`src/rtl/matmul_pkg.sv`:
```
// matmul_pkg
// Shared definitions for the 4x4 int8 matrix multiplier consumer path:
// matrix geometry constants, accumulator/index types, the drain FSM state
// encoding and the row-major flat index helper.
package matmul_pkg;

    localparam int MAT_DIM   = 4;
    localparam int MAT_ELEMS = MAT_DIM * MAT_DIM;
    localparam int DEF_ACC_W = 32;

    typedef logic signed [DEF_ACC_W-1:0] acc_t;
    typedef logic [3:0]                  idx_t;

    typedef enum logic [1:0] {
        IDLE  = 2'd0,
        WAIT  = 2'd1,
        DRAIN = 2'd2
    } drain_state_t;

    // Row-major position of element (m,n) inside the flattened C bus.
    function automatic idx_t flat_idx(input int m, input int n);
        return idx_t'(MAT_DIM * m + n);
    endfunction

endpackage

```
`src/rtl/matmul_requant.sv`:
```
// matmul_requant
// Purely combinational requantiser: arithmetic right shift of a signed
// accumulator followed by narrowing to OUT_W bits.
// Configuration macro: MATMUL_DRAIN_SAT_EN
//   defined     -> narrowing saturates to the signed OUT_W range
//   not defined -> narrowing keeps the low OUT_W bits (two's-complement wrap)
// Ports:
//   i_acc   in  ACC_W  signed accumulator value
//   o_data  out OUT_W  shifted and narrowed value
module matmul_requant #(
    parameter int ACC_W = 32,
    parameter int OUT_W = 32,
    parameter int SHIFT = 0
) (
    input  logic signed [ACC_W-1:0] i_acc,
    output logic        [OUT_W-1:0] o_data
);

    logic signed [ACC_W-1:0] w_shifted;

    assign w_shifted = i_acc >>> SHIFT;

`ifdef MATMUL_DRAIN_SAT_EN
    // 0111..1 shifted down leaves 2^(OUT_W-1)-1; its complement is the minimum.
    localparam logic signed [ACC_W-1:0] MAX_V =
        $signed({1'b0, {(ACC_W-1){1'b1}}}) >>> (ACC_W - OUT_W);
    localparam logic signed [ACC_W-1:0] MIN_V = ~MAX_V;

    always_comb begin
        o_data = w_shifted[OUT_W-1:0];
        if (w_shifted > MAX_V) begin
            o_data = MAX_V[OUT_W-1:0];
        end else if (w_shifted < MIN_V) begin
            o_data = MIN_V[OUT_W-1:0];
        end
    end
`else
    assign o_data = w_shifted[OUT_W-1:0];
`endif

endmodule

```
`src/rtl/matmul_result_drain.sv`:
```
// matmul_result_drain
// Consumer side of the 4x4 int8 matrix multiplier. After a launch pulse it
// waits LAT cycles, snapshots all 16 C elements, then streams them row-major
// over valid/ready, requantising each element on the way out.
// Configuration macro: MATMUL_DRAIN_SAT_EN (selects saturating narrowing
// inside matmul_requant; wrap when undefined).
// Ports:
//   clk        in   clock, rising edge
//   rst        in   asynchronous reset, active-low
//   start      in   launch pulse (multiplier valid)
//   c_flat     in   C matrix, element (m,n) at [ACC_W*(4m+n) +: ACC_W]
//   out_valid  out  out_data holds an element
//   out_ready  in   downstream accepts the element
//   out_data   out  shifted and narrowed element
//   out_row    out  row index of current element
//   out_col    out  column index of current element
//   out_last   out  high with element (3,3)
//   busy       out  state is not IDLE
//   overrun    out  sticky: a start was dropped
module matmul_result_drain
    import matmul_pkg::*;
#(
    parameter int LAT   = 2,
    parameter int ACC_W = 32,
    parameter int OUT_W = 32,
    parameter int SHIFT = 0
) (
    input  logic                       clk,
    input  logic                       rst,
    input  logic                       start,
    input  logic [MAT_ELEMS*ACC_W-1:0] c_flat,
    output logic                       out_valid,
    input  logic                       out_ready,
    output logic [OUT_W-1:0]           out_data,
    output logic [1:0]                 out_row,
    output logic [1:0]                 out_col,
    output logic                       out_last,
    output logic                       busy,
    output logic                       overrun
);

    localparam logic [3:0] LAT_LOAD = 4'(LAT - 1);
    localparam idx_t       LAST_IDX = idx_t'(MAT_ELEMS - 1);

    drain_state_t     r_state;
    drain_state_t     w_next_state;
    logic [3:0]       r_lat_cnt;
    idx_t             r_idx;
    logic [ACC_W-1:0] r_snap [MAT_ELEMS];
    logic             r_overrun;

    logic             w_load_lat;
    logic             w_capture;
    logic             w_advance;
    logic             w_set_overrun;
    logic             w_is_last;
    logic [ACC_W-1:0] w_elem;

    assign w_is_last = (r_idx == LAST_IDX);

    always_ff @(posedge clk or negedge rst) begin
        if (!rst) begin
            r_state <= IDLE;
        end else begin
            r_state <= w_next_state;
        end
    end

    // A start is only honoured in IDLE or on the cycle that retires the
    // final element; anywhere else it is dropped and flagged.
    always_comb begin
        w_next_state  = r_state;
        w_load_lat    = 1'b0;
        w_capture     = 1'b0;
        w_advance     = 1'b0;
        w_set_overrun = 1'b0;
        case (r_state)
            IDLE: begin
                if (start) begin
                    w_next_state = WAIT;
                    w_load_lat   = 1'b1;
                end
            end
            WAIT: begin
                w_set_overrun = start;
                if (r_lat_cnt == 4'd0) begin
                    w_capture    = 1'b1;
                    w_next_state = DRAIN;
                end
            end
            DRAIN: begin
                w_advance = out_ready;
                if (out_ready && w_is_last) begin
                    if (start) begin
                        w_next_state = WAIT;
                        w_load_lat   = 1'b1;
                    end else begin
                        w_next_state = IDLE;
                    end
                end else begin
                    w_set_overrun = start;
                end
            end
            default: begin
                w_next_state = IDLE;
            end
        endcase
    end

    // Latency counter, element index, snapshot and sticky overrun flag.
    always_ff @(posedge clk or negedge rst) begin
        if (!rst) begin
            r_lat_cnt <= 4'd0;
            r_idx     <= '0;
            r_overrun <= 1'b0;
            for (int i = 0; i < MAT_ELEMS; i++) begin
                r_snap[i] <= '0;
            end
        end else begin
            if (w_load_lat) begin
                r_lat_cnt <= LAT_LOAD;
            end else if (r_state == WAIT && r_lat_cnt != 4'd0) begin
                r_lat_cnt <= r_lat_cnt - 4'd1;
            end

            if (w_capture) begin
                r_idx <= '0;
                for (int m = 0; m < MAT_DIM; m++) begin
                    for (int n = 0; n < MAT_DIM; n++) begin
                        r_snap[flat_idx(m, n)] <=
                            c_flat[ACC_W*int'(flat_idx(m, n)) +: ACC_W];
                    end
                end
            end else if (w_advance) begin
                r_idx <= r_idx + idx_t'(1);
            end

            if (w_set_overrun) begin
                r_overrun <= 1'b1;
            end
        end
    end

    assign w_elem = r_snap[r_idx];

    matmul_requant #(
        .ACC_W (ACC_W),
        .OUT_W (OUT_W),
        .SHIFT (SHIFT)
    ) u_requant (
        .i_acc  (w_elem),
        .o_data (out_data)
    );

    assign out_valid = (r_state == DRAIN);
    assign out_row   = r_idx[3:2];
    assign out_col   = r_idx[1:0];
    assign out_last  = (r_state == DRAIN) && w_is_last;
    assign busy      = (r_state != IDLE);
    assign overrun   = r_overrun;

endmodule

```
`config.mk`:
```
export PLATFORM = sky130hd
export DESIGN_NAME = matmul_result_drain
export DESIGN_NICKNAME = d
export VERILOG_FILES = /design/src/rtl/matmul_pkg.sv /design/src/rtl/matmul_requant.sv /design/src/rtl/matmul_result_drain.sv
export SDC_FILE = /design/constraint.sdc
export NUM_CORES = 1
export LEC_CHECK = 0
export CAP_MARGIN = 25
export CORE_AREA = 2 2 218 220
export CTS_CLUSTER_DIAMETER = 150
export CTS_CLUSTER_SIZE = 20
export DETAILED_ROUTE_END_ITERATION = 8
export DIE_AREA = 0 0 220 222
export PLACE_DENSITY = 0.86
export SYNTH_ARGS = -nofsm -noshare
export SYNTH_HDL_FRONTEND = slang
export SYNTH_HIERARCHICAL = 1
export SYNTH_SLANG_ARGS = --single-unit
```
`constraint.sdc`:
```
create_clock -name clk -period 4.3 [get_ports clk]
set_clock_uncertainty 0.2 [all_clocks]
set_input_delay 0.43 -clock clk [delete_from_list [all_inputs] [get_ports clk]]
set_output_delay 0.43 -clock clk [all_outputs]
set_load 0.01 [all_outputs]
```
==> key figures, run 1 <==
Run status
  – Run status: completed

Finish
  – Final standard cell count with taps included and fillers excluded: between 2000 and 3000
  – Area growth from synthesis to layout: 27.6%
  – Final instance area: between 30000 and 40000 um^2
  – Layout cell share with drive strength beyond 1: 22.8%
  – Fill cell total of the finished layout: roughly 3300
  – Layout net count: 2568
  – Final Core Density: between 60% and 70%

Logic synthesis
  – Prevailing post-synth register cell: sky130_fd_sc_hd__dfrtp_1
  – Async SR Flop Fraction: between 90% and 100%
  – Post-synth EDFFs: 0
  – Register bit total from synthesis: 523
  – Post-synth top area share: between 50 and 60%
  – Average cell area after synthesis: roughly 15 um^2
  – Net count after synthesis: approximately 2100
  – Count of different cell masters after synthesis: 36
  – Library cell with the largest summed area after synthesis: sky130_fd_sc_hd__dfrtp_1
  – Yosys warning total: 6
  – Dominant cells by area after synthesis: sky130_fd_sc_hd__dfrtp_1 55%, sky130_fd_sc_hd__mux2_2 14%, sky130_fd_sc_hd__mux2_1 9.7%
  – Instance count of the mapped netlist: roughly 1600
  – Total standard cell area after synthesis: roughly 24000 um^2
  – Part of the Yosys area used for sequential elements: a little over half

STA
  – Final hold viol count: 0
  – Setup TNS Final: 0 ps
  – Unrepaired setup endpoints after global routing: false
  – Final worst path period need: slightly below 4000 ps
  – Final-report setup violation count: 0
  – Highest clock frequency the design can meet: about 0.25 GHz
  – Slew Viols, Final: 0
  – Final clock period utilization by the worst path: just over 90%
  – Least-Margin Pin Slew: just under 900 ps
  – Relative max-transition margin: between 40% and 50%

Worst setup path
  – Startpoint kind of the worst setup timing path: register
  – Data arrival time of the worst path: between 3000 and 4000 ps
  – Required time reported for the critical path endpoint: 3670 ps
  – Largest fanout on the critical path: 45
  – Crit path capture type: primary output
  – Setup Crit Path Kind: reg -> out

Detailed routing
  – Total via count in the routed design: approximately 15000
  – Number of routed nets with antenna violations: 0
  – Via count normalized by instance count: 5.72
  – Final wirelength: around 67000 um
  – Pre-Repair DR Iteration Count: 5
  – Total DRC errors in the routed layout: 0
  – Initial drt markers: 1017
  – DR WL/cell: between 20 and 30 um

Place
  – Port Buffer Count: about 560
  – DP Area: approximately 30000 um^2
  – Gpl congestion: about 0.88
  – Placed wire-length estimate after detailed placement: between 40000 and 50000 um
  – Post-placement cell count: ~2600

Die
  – Starting Density: roughly 52%
  – Area of the die: slightly below 50000 um^2
  – Area of the placeable core: roughly 46000 um^2
  – Chip width: between 200 and 250 um
  – Row cnt: just under 80
  – IO Pins: 556
  – Height of the die: 222 um

Global route
  – Maximum number of pins on one net before global-route repair: between 100 and 150
  – Remaining Overflow, GRT: 0
  – Overall Global Routing Usage: 27.1%
  – Number of global-route vias before repair: 16547
  – Antenna violations before repair: 24
  – Global-route wire length before repair: around 99000 um

Power and ir drop
  – Power per Cell Area: roughly 660 nW/um^2
  – Largest voltage drop on the vdd net: roughly 0.00040 V
  – Static leakage: approximately 0.013 uW

Clocking
  – Clock tree sinks: 523
  – Depth of the CTS H-tree: 1
  – Root Buffer: sky130_fd_sc_hd__clkbuf_16
  – Maximum number of buffers from clock root to sink: 3
  – Insertion delay to the later sink of the worst-skew pair: 600 ps
  – Clock tree from TritonCTS: done
  – CTS buffer count: 30
  – Worst-path clk slew: about 90 ps

Min path
  – Class of the most critical hold timing path: in -> async

Run
  – Max-cap viol count: 0
## worst paths after layout
kind,cells past startpoint,endpoint,slack [ps],start
worst min-delay path,2,r_snap[184],170,rst
worst max register to register,7,r_snap[287],1430,r_lat_cnt[0]
min in group clk,2,r_snap[401],220,c_flat[113]
max in group asynchronous,4,r_snap[347],2500,rst
worst min register to register,1,overrun,270,overrun
worst max-delay path,6,out_data[11],330,r_idx[1]
## cells in the mapped netlist (2+ instances only)
cell and number:
sky130_fd_sc_hd__mux2i_1 100, sky130_fd_sc_hd__buf_8 10, sky130_fd_sc_hd__mux2_1 206, sky130_fd_sc_hd__clkbuf_1 22
sky130_fd_sc_hd__nor2b_1 4, sky130_fd_sc_hd__nand2b_1 2, sky130_fd_sc_hd__buf_1 4, sky130_fd_sc_hd__nor2_1 10
sky130_fd_sc_hd__xor2_1 4, sky130_fd_sc_hd__nand2_1 36, sky130_fd_sc_hd__inv_1 7, sky130_fd_sc_hd__mux2_2 308
sky130_fd_sc_hd__dfrtp_1 523, sky130_fd_sc_hd__buf_6 16, sky130_fd_sc_hd__ha_1 7, sky130_fd_sc_hd__buf_2 34
sky130_fd_sc_hd__a21oi_1 3, sky130_fd_sc_hd__buf_4 56, sky130_fd_sc_hd__a22oi_1 89, sky130_fd_sc_hd__and2_1 2
sky130_fd_sc_hd__mux4_2 78, sky130_fd_sc_hd__nand4_1 2, sky130_fd_sc_hd__nand3_1 28
## metal layers
metal  routed length, um  track usage, %  vias to the layer above  share of wire, %
li1                    -               -                     6687                 -
met1               27600            36.1                     7830                41
met2               31400            42.8                      572                47
met3                5450            7.19                      142               8.1
met4                2430            10.2                       22               3.6
met5                 139               0                        -              0.21
## cell families (layout without fill, tap and decap cells)
group / after synthesis / after routing / share of synthesized area (%)
compound gates: 96 / 96 / 2.97
xor+xnor: 5 / 5 / 0.183
fa+ha+maj: 7 / 7 / 0.366
buf+inv: 149 / 632 / 4.36
flops: 523 / 523 / 54.6
mux: 692 / 692 / 35.7
other cells: 0 / 12 / 0
simple gates: 92 / 92 / 1.82
## layout by cell type (no fill, tap or decap), types with 12 or more instances in the layout
cell	Yosys	layout
sky130_fd_sc_hd__buf_4	56	22
sky130_fd_sc_hd__nand3_1	28	28
sky130_fd_sc_hd__diode_2	0	12
sky130_fd_sc_hd__mux2_1	206	206
sky130_fd_sc_hd__mux2i_1	100	100
sky130_fd_sc_hd__mux4_2	78	78
sky130_fd_sc_hd__clkbuf_16	0	31
sky130_fd_sc_hd__nand2_1	36	36
sky130_fd_sc_hd__a22oi_1	89	89
sky130_fd_sc_hd__buf_12	0	13
sky130_fd_sc_hd__mux2_2	308	308
sky130_fd_sc_hd__clkdlybuf4s50_1	0	554
sky130_fd_sc_hd__dfrtp_1	523	519
## repair_timing
action                                 CTS  global route
hold buffers                             1             0
resized for setup                        0             0
endpoints found under the hold margin   70             0
setup endpoints to repair                0             0
setup buffers                            0             0
## registers in the layout, indices dropped and copies added, names as in the netlist
register	cells
overrun	1
r_idx	4
r_lat_cnt	4
r_snap	512
r_state	2
## cell type report
type / count / area (um^2) / area share (%)
Multi-Input combinational cell: 892 / 9850 / 32.2
Timing Repair Buffer: 591 / 6000 / 19.6
Antenna cell: 12 / 30.0 / 0.0983
Tap cell: 607 / 759 / 2.49
Clock inverter: 1 / 20.0 / 0.0655
Sequential cell: 523 / 13100 / 42.8
Inverter: 7 / 26.3 / 0.0860
Clock buffer: 33 / 783 / 2.56
## report_power, final
group | leakage [uW] | switching, uW | internal (uW)
registers | 0.00632 | 1430 | 7390
logic | 0.00579 | 3540 | 5020
clock network | 0.000394 | 1610 | 1290
## worst max-delay path: stages, from the launching register on
cell                              delay [ps]
sky130_fd_sc_hd__dfrtp_4                 810
sky130_fd_sc_hd__buf_12                  390
sky130_fd_sc_hd__mux2i_1                 130
sky130_fd_sc_hd__a22oi_1                 350
sky130_fd_sc_hd__nand3_1                 300
sky130_fd_sc_hd__nand2_1                 180
sky130_fd_sc_hd__clkdlybuf4s50_1         550
## per-stage QoR
| stage | hold slack, ps | total power, uW | setup WS [ps] |
|---|---|---|---|
| after floorplan | -65.6 | 14800 | 1860 |
| after global placement | 229 | 17100 | 984 |
| after detailed placement | 240 | 17500 | 958 |
| after CTS | 189 | 20400 | 265 |
| after global routing | 200 | 21400 | 165 |
| final | 169 | 20300 | 327 |
No activity file was read; power rests on OpenSTA's default activity.
==> inputs of run 2 (changes only) <==
--- a/config.mk
+++ b/config.mk
@@ -7,11 +7,13 @@
 export LEC_CHECK = 0
 export CAP_MARGIN = 25
 export CORE_AREA = 2 2 218 220
+export CTS_BUF_LIST = sky130_fd_sc_hd__clkbuf_16
 export CTS_CLUSTER_DIAMETER = 150
 export CTS_CLUSTER_SIZE = 20
 export DETAILED_ROUTE_END_ITERATION = 8
 export DIE_AREA = 0 0 220 222
-export PLACE_DENSITY = 0.86
+export HOLD_SLACK_MARGIN = 0.03
+export PLACE_DENSITY = 0.92
 export SYNTH_ARGS = -nofsm -noshare
 export SYNTH_HDL_FRONTEND = slang
 export SYNTH_HIERARCHICAL = 1
==> run 2 against run 1 <==
Sequential power grew 1%; flip-flop and latch count did not move; fmax down 1.8%; sequential share of layout area is essentially flat; critical endpoint is now out_data[14]; largest power group unchanged; global-route usage grew 1.6 points; clock-buffer cell count fell by 3; power up 0.94%; via count is 2.1% higher; cell count is 0.23% higher.
==> key figures, run 2 (synthesis gave the netlist of run 1 again) <==
Run status
  – Run status: completed

Die
  – Area of the placeable core: 46300 um^2
  – Area of the die: roughly 50000 um^2
  – Row cnt: between 70 and 80
  – Chip width: approximately 220 um
  – IO Pins: about 560
  – Height of the die: ~220 um
  – Starting Density: 51.8%

Finish
  – Highest-count cells in the layout ignoring fill and taps: 554 x sky130_fd_sc_hd__clkdlybuf4s50_1, 519 x sky130_fd_sc_hd__dfrtp_1, 308 x sky130_fd_sc_hd__mux2_2
  – Most frequent standard cell in the layout excluding fill and tap cells: sky130_fd_sc_hd__clkdlybuf4s50_1
  – Layout cell share with drive strength beyond 1: 22.7%
  – Layout net count: between 2000 and 3000
  – Area growth from synthesis to layout: 27.5%
  – Final instance area: 30500 um^2
  – Top reg by flops: r_snap
  – Max FFs per register: a little over 500
  – Biggest registers after layout: r_snap x512, r_idx x4, r_lat_cnt x4

Clocking
  – Depth of the CTS H-tree: 1
  – Clock tree sinks: around 520
  – Buffers inserted by post-CTS timing repair: 0
  – Number of gates resized after CTS: 0
  – CTS Hold Bufs: 1
  – Maximum number of buffers from clock root to sink: 3
  – Worst-path clk slew: 90 ps
  – Clock tree from TritonCTS: done
  – CTS buffer count: 30
  – Insertion delay to the later sink of the worst-skew pair: between 600 and 700 ps
  – Root Buffer: sky130_fd_sc_hd__clkbuf_16

Detailed routing
  – DR WL/cell: around 26 um
  – Initial drt markers: roughly 1100
  – Pre-Repair DR Iteration Count: 5
  – Total via count in the routed design: about 16000
  – Via count normalized by instance count: 5.83
  – Number of routed nets with antenna violations: 0
  – Total DRC errors in the routed layout: 0
  – Final wirelength: around 70000 um

Place
  – Port Buffer Count: 555
  – DP Area: between 20000 and 30000 um^2
  – Placed wire-length estimate after detailed placement: roughly 52000 um
  – Setup slack at placement: between 800 and 900 ps
  – Gpl congestion: 0.912

Worst setup path
  – Required time reported for the critical path endpoint: between 3000 and 4000 ps
  – Startpoint of the most critical setup path: r_idx[2]
  – Largest fanout on the critical path: 28
  – Crit path capture type: primary output
  – Setup Crit Path Kind: reg -> out
  – Launching point of the worst reg2reg path: r_lat_cnt[1]
  – Data arrival time of the worst path: around 3400 ps
  – Startpoint kind of the worst setup timing path: register

STA
  – Final worst path period need: ~4000 ps
  – Setup WS post-layout: approximately 250 ps
  – Min Hold Slack: 195 ps
  – Slew Viols, Final: 0
  – Final-report setup violation count: 0
  – Setup TNS Final: 0 ps
  – Unrepaired setup endpoints after global routing: false
  – Highest clock frequency the design can meet: ~0.25 GHz
  – Least-Margin Pin Slew: 898 ps
  – Relative max-transition margin: roughly 40%
  – Final hold viol count: 0
  – Final clock period utilization by the worst path: between 90% and 100%

Global route
  – Overall Global Routing Usage: 28.8%
  – Remaining Overflow, GRT: 0
  – Global-route wire length before repair: about 110000 um
  – Antenna violations before repair: 28
  – Number of global-route vias before repair: between 15000 and 20000
  – Maximum number of pins on one net before global-route repair: between 100 and 150

Power and ir drop
  – Net switching share of the total power: ~33%
  – Sequential share of power: between 40% and 50%
  – Share of power burned in the clock network: between 10% and 20%
  – Comb power frac: between 40% and 50%
  – Total power consumption of the routed design: 20500 uW
  – Static leakage: between 0.01 and 0.015 uW
  – Design internal power: between 10000 and 15000 uW
  – Largest voltage drop on the vdd net: ~0.00045 V
  – Power per Cell Area: approximately 670 nW/um^2
  – Net switching power: between 6000 and 7000 uW

Min path
  – Class of the most critical hold timing path: in -> reg
  – Hold path startpoint: c_flat[219]

Run
  – Max-cap viol count: 0
==> run 2: cell types whose count changed in the layout (fill, tap and decap cells not counted), sizes merged <==
cell / change
clkinv: +1
inv: +2
buf: -3
diode: +9
clkbuf: -3
==> run 2: power groups by stage <==
stage,clock [uW],sequential (uW),combinational [uW]
after detailed placement,0,8980,8600
after floorplan,0,8240,6590
final,2880,8940,8640
after global placement,0,8780,8290
after global routing,3110,9200,9260
after CTS,2940,8910,8690
==> run 2: final cells by class <==
| cell class | instances | area (um^2) |
|---|---|---|
| tap | 607 | 759 |
| timing repair buffer | 588 | 5960 |
| multi-input combinational | 892 | 9850 |
| fill | 3181 | 15700 |
| antenna | 21 | 52.6 |
| clock inverter | 4 | 43.8 |
| sequential | 523 | 13100 |
| clock buffer | 30 | 751 |
| inverter | 7 | 26.3 |
==> run 2: path summary, 6_finish.rpt <==
path / to / slack [ps] / depth (start not counted)
hold reg to reg: overrun / 280 / 1
hold / removal: r_snap[315] / 200 / 2
max in group asynchronous: r_snap[359] / 2540 / 3
setup / recovery: out_data[14] / 250 / 7
min in group asynchronous: r_snap[249] / 280 / 2
setup reg to reg: r_snap[459] / 1420 / 6
==> run 2: through the flow <==
stage | instances | util [%]
finish | 2672 | 66.0
global route | 2670 | 66.0
CTS | 2651 | 65.9
detailed placement | 2616 | 64.2
global placement | 2616 | 64.2
floorplan | 1564 | -
==> run 2: layer usage <==
metal / GRT usage, % / vias to the layer above / part of all wire (%)
met2: 46.4 / 627 / 48
met4: 10.8 / 14 / 4.2
li1: - / 6670 / -
met1: 38.1 / 8106 / 40
met5: 0 / - / 0.13
met3: 6.58 / 159 / 7.7
==> run 2: worst max-delay path, cell delays in order, from the launching register on <==
cell,delay [ps]
sky130_fd_sc_hd__dfrtp_4,670
sky130_fd_sc_hd__buf_4,460
sky130_fd_sc_hd__nor2b_2,70
sky130_fd_sc_hd__buf_4,260
sky130_fd_sc_hd__a22oi_1,210
sky130_fd_sc_hd__nand3_1,290
sky130_fd_sc_hd__nand2_1,220
sky130_fd_sc_hd__clkdlybuf4s50_1,570
==> inputs of run 3 (changes only) <==
--- a/config.mk
+++ b/config.mk
@@ -6,14 +6,15 @@
 export NUM_CORES = 1
 export LEC_CHECK = 0
 export CAP_MARGIN = 25
-export CORE_AREA = 2 2 218 220
+export CORE_ASPECT_RATIO = 0.75
+export CORE_MARGIN = 2
+export CORE_UTILIZATION = 55
 export CTS_BUF_LIST = sky130_fd_sc_hd__clkbuf_16
 export CTS_CLUSTER_DIAMETER = 150
 export CTS_CLUSTER_SIZE = 20
 export DETAILED_ROUTE_END_ITERATION = 8
-export DIE_AREA = 0 0 220 222
 export HOLD_SLACK_MARGIN = 0.03
-export PLACE_DENSITY = 0.92
+export PLACE_DENSITY = 0.95
 export SYNTH_ARGS = -nofsm -noshare
 export SYNTH_HDL_FRONTEND = slang
 export SYNTH_HIERARCHICAL = 1
==> run 3 against run 2 <==
First-iteration DRC count shrank 8.7%; global-route usage increased by 1.4 points; wire length down 3.3%; hold slack improved by 19 ps; worst setup slack worse by 130 ps; core utilization rose by 4.7 points; fmax decreased by 3.1%; clock power barely moved.
==> key figures, run 3 (synthesis gave the netlist of run 1 again) <==
Run status
  – Run status: completed

Finish
  – Most frequent standard cell in the layout excluding fill and tap cells: sky130_fd_sc_hd__clkdlybuf4s50_1
  – Final Core Density: 70.7%
  – Max FFs per register: 512
  – Area growth from synthesis to layout: 27.5%
  – Layout net count: ~2600
  – Layout cell share with drive strength beyond 1: 22.7%
  – Final standard cell count with taps included and fillers excluded: roughly 2600
  – Highest-count cells in the layout ignoring fill and taps: 554 x sky130_fd_sc_hd__clkdlybuf4s50_1, 519 x sky130_fd_sc_hd__dfrtp_1, 308 x sky130_fd_sc_hd__mux2_2
  – Biggest registers after layout: r_snap x512, r_idx x4, r_lat_cnt x4
  – Fill cell total of the finished layout: 2764
  – Top reg by flops: r_snap

Place
  – Port Buffer Count: 555
  – Post-placement cell count: ~2600
  – Gpl congestion: just under 0.9
  – Placed wire-length estimate after detailed placement: between 50000 and 60000 um

STA
  – Final hold viol count: 0
  – Least-Margin Pin Slew: 961 ps
  – Highest clock frequency the design can meet: 0.239 GHz
  – Final clock period utilization by the worst path: a little over nine tenths
  – Setup TNS Final: 0 ps
  – Relative max-transition margin: a little over a third
  – Unrepaired setup endpoints after global routing: false
  – Final worst path period need: between 4000 and 5000 ps
  – Slew Viols, Final: 0
  – Min Hold Slack: ~210 ps
  – Final-report setup violation count: 0

Clocking
  – Root Buffer: sky130_fd_sc_hd__clkbuf_16
  – Insertion delay to the later sink of the worst-skew pair: just over 600 ps
  – CTS Hold Bufs: 1
  – Depth of the CTS H-tree: 1
  – Clock tree from TritonCTS: done
  – Worst-path clk slew: around 90 ps
  – CTS buffer count: 30
  – Clock tree sinks: between 500 and 600
  – Buffers inserted by post-CTS timing repair: 0
  – Maximum number of buffers from clock root to sink: 3
  – Number of gates resized after CTS: 0

Detailed routing
  – Pre-Repair DR Iteration Count: 5
  – Via count normalized by instance count: roughly 5.9
  – Number of routed nets with antenna violations: 0
  – Total via count in the routed design: 15557
  – DR WL/cell: between 20 and 30 um
  – Final wirelength: 68000 um
  – Initial drt markers: 987
  – Total DRC errors in the routed layout: 0

Die
  – Row cnt: 66
  – Area of the die: about 45000 um^2
  – Height of the die: roughly 180 um
  – Starting Density: ~55%
  – IO Pins: roughly 560
  – Chip width: 245 um
  – Area of the placeable core: approximately 43000 um^2

Worst setup path
  – Critical Path, Cell by Cell: buf_4, nor2_4, a22oi_1, nand2_1, clkdlybuf4s50_1
  – Crit path capture type: primary output
  – Largest fanout on the critical path: 29
  – Startpoint kind of the worst setup timing path: register
  – Data arrival time of the worst path: around 3600 ps
  – Slack of the worst reg-to-reg path: between 1000 and 1500 ps
  – Required time reported for the critical path endpoint: 3670 ps
  – Delay of the slowest cell on the worst path: approximately 730 ps
  – Setup Crit Path Kind: reg -> out
  – Highest-delay cell along the critical path: sky130_fd_sc_hd__nor2_4

Power and ir drop
  – Design internal power: 13700 uW
  – Share of power burned in the clock network: around 14%
  – Power per Cell Area: 673 nW/um^2
  – Net switching share of the total power: 33.4%
  – Net switching power: 6860 uW
  – Static leakage: roughly 0.013 uW
  – Largest voltage drop on the vdd net: ~0.00044 V
  – Comb power frac: a little over two fifths
  – Sequential share of power: a little over two fifths

Global route
  – Global-route wire length before repair: ~100000 um
  – Remaining Overflow, GRT: 0
  – Maximum number of pins on one net before global-route repair: around 140
  – Overall Global Routing Usage: 30.1%
  – Number of global-route vias before repair: 17150
  – Antenna violations before repair: 21

Run
  – Max-cap viol count: 0

Min path
  – Class of the most critical hold timing path: in -> reg
-- run 3: cell count changes in the layout (fill, tap and decap cells not counted), sizes merged --
cell and change:
diode -4, buf +1, clkbuf +1, clkinv -1
-- run 3: power groups by stage --
stage / logic (uW) / registers (uW) / clock network (uW)
after CTS: 8770 / 8920 / 2930
after detailed placement: 8680 / 8990 / 0
after global routing: 9330 / 9200 / 3130
after floorplan: 6590 / 8240 / 0
final: 8700 / 8960 / 2890
after global placement: 8320 / 8800 / 0
-- run 3: stage by stage --
step | area [um^2] | setup slack, ps | total power [uW]
global placement | 29700 | 857 | 17100
floorplan | 24000 | 1860 | 14800
global route | 30500 | 4.75 | 21700
finish | 30500 | 123 | 20600
detailed placement | 29700 | 803 | 17700
CTS | 30500 | 117 | 20600
-- run 3: layout make-up --
| class | count | area, um^2 | area share (%) |
|---|---|---|---|
| clock inverter | 3 | 27.5 | 0.0901 |
| clock buffer | 31 | 776 | 2.54 |
| timing repair buffer | 589 | 5990 | 19.6 |
| antenna | 17 | 42.5 | 0.139 |
| sequential | 523 | 13100 | 42.9 |
| inverter | 7 | 26.3 | 0.0860 |
| multi-input combinational | 892 | 9850 | 32.3 |
| tap | 578 | 723 | 2.37 |
-- run 3: critical path: cells and delay by family (launching register included) --
family                 cells  cell delay, ps
AND/OR/NAND/NOR            2             930
buffers and inverters      2             860
AO/OA/AOI/OAI              1             390
flip-flops                 1             720
-- run 3: per-layer routing --
layer  vias to the layer above  wire [um]  global-route usage (%)
li1                       6670          -                       -
met1                      8100      25500                    36.5
met4                        22       3350                    14.1
met5                         -        141                       0
met2                       569      34400                    51.6
met3                       196       4550                    6.80
-- run 3: path summary, 6_finish.rpt --
kind	start	end	cells past startpoint
worst min register to register	r_snap[362]	r_snap[362]	1
max in group asynchronous	rst	r_snap[316]	3
worst min-delay path	c_flat[114]	r_snap[402]	2
worst max register to register	r_lat_cnt[0]	r_snap[383]	6
worst max-delay path	r_idx[0]	out_data[22]	5
min in group asynchronous	rst	r_snap[44]	2
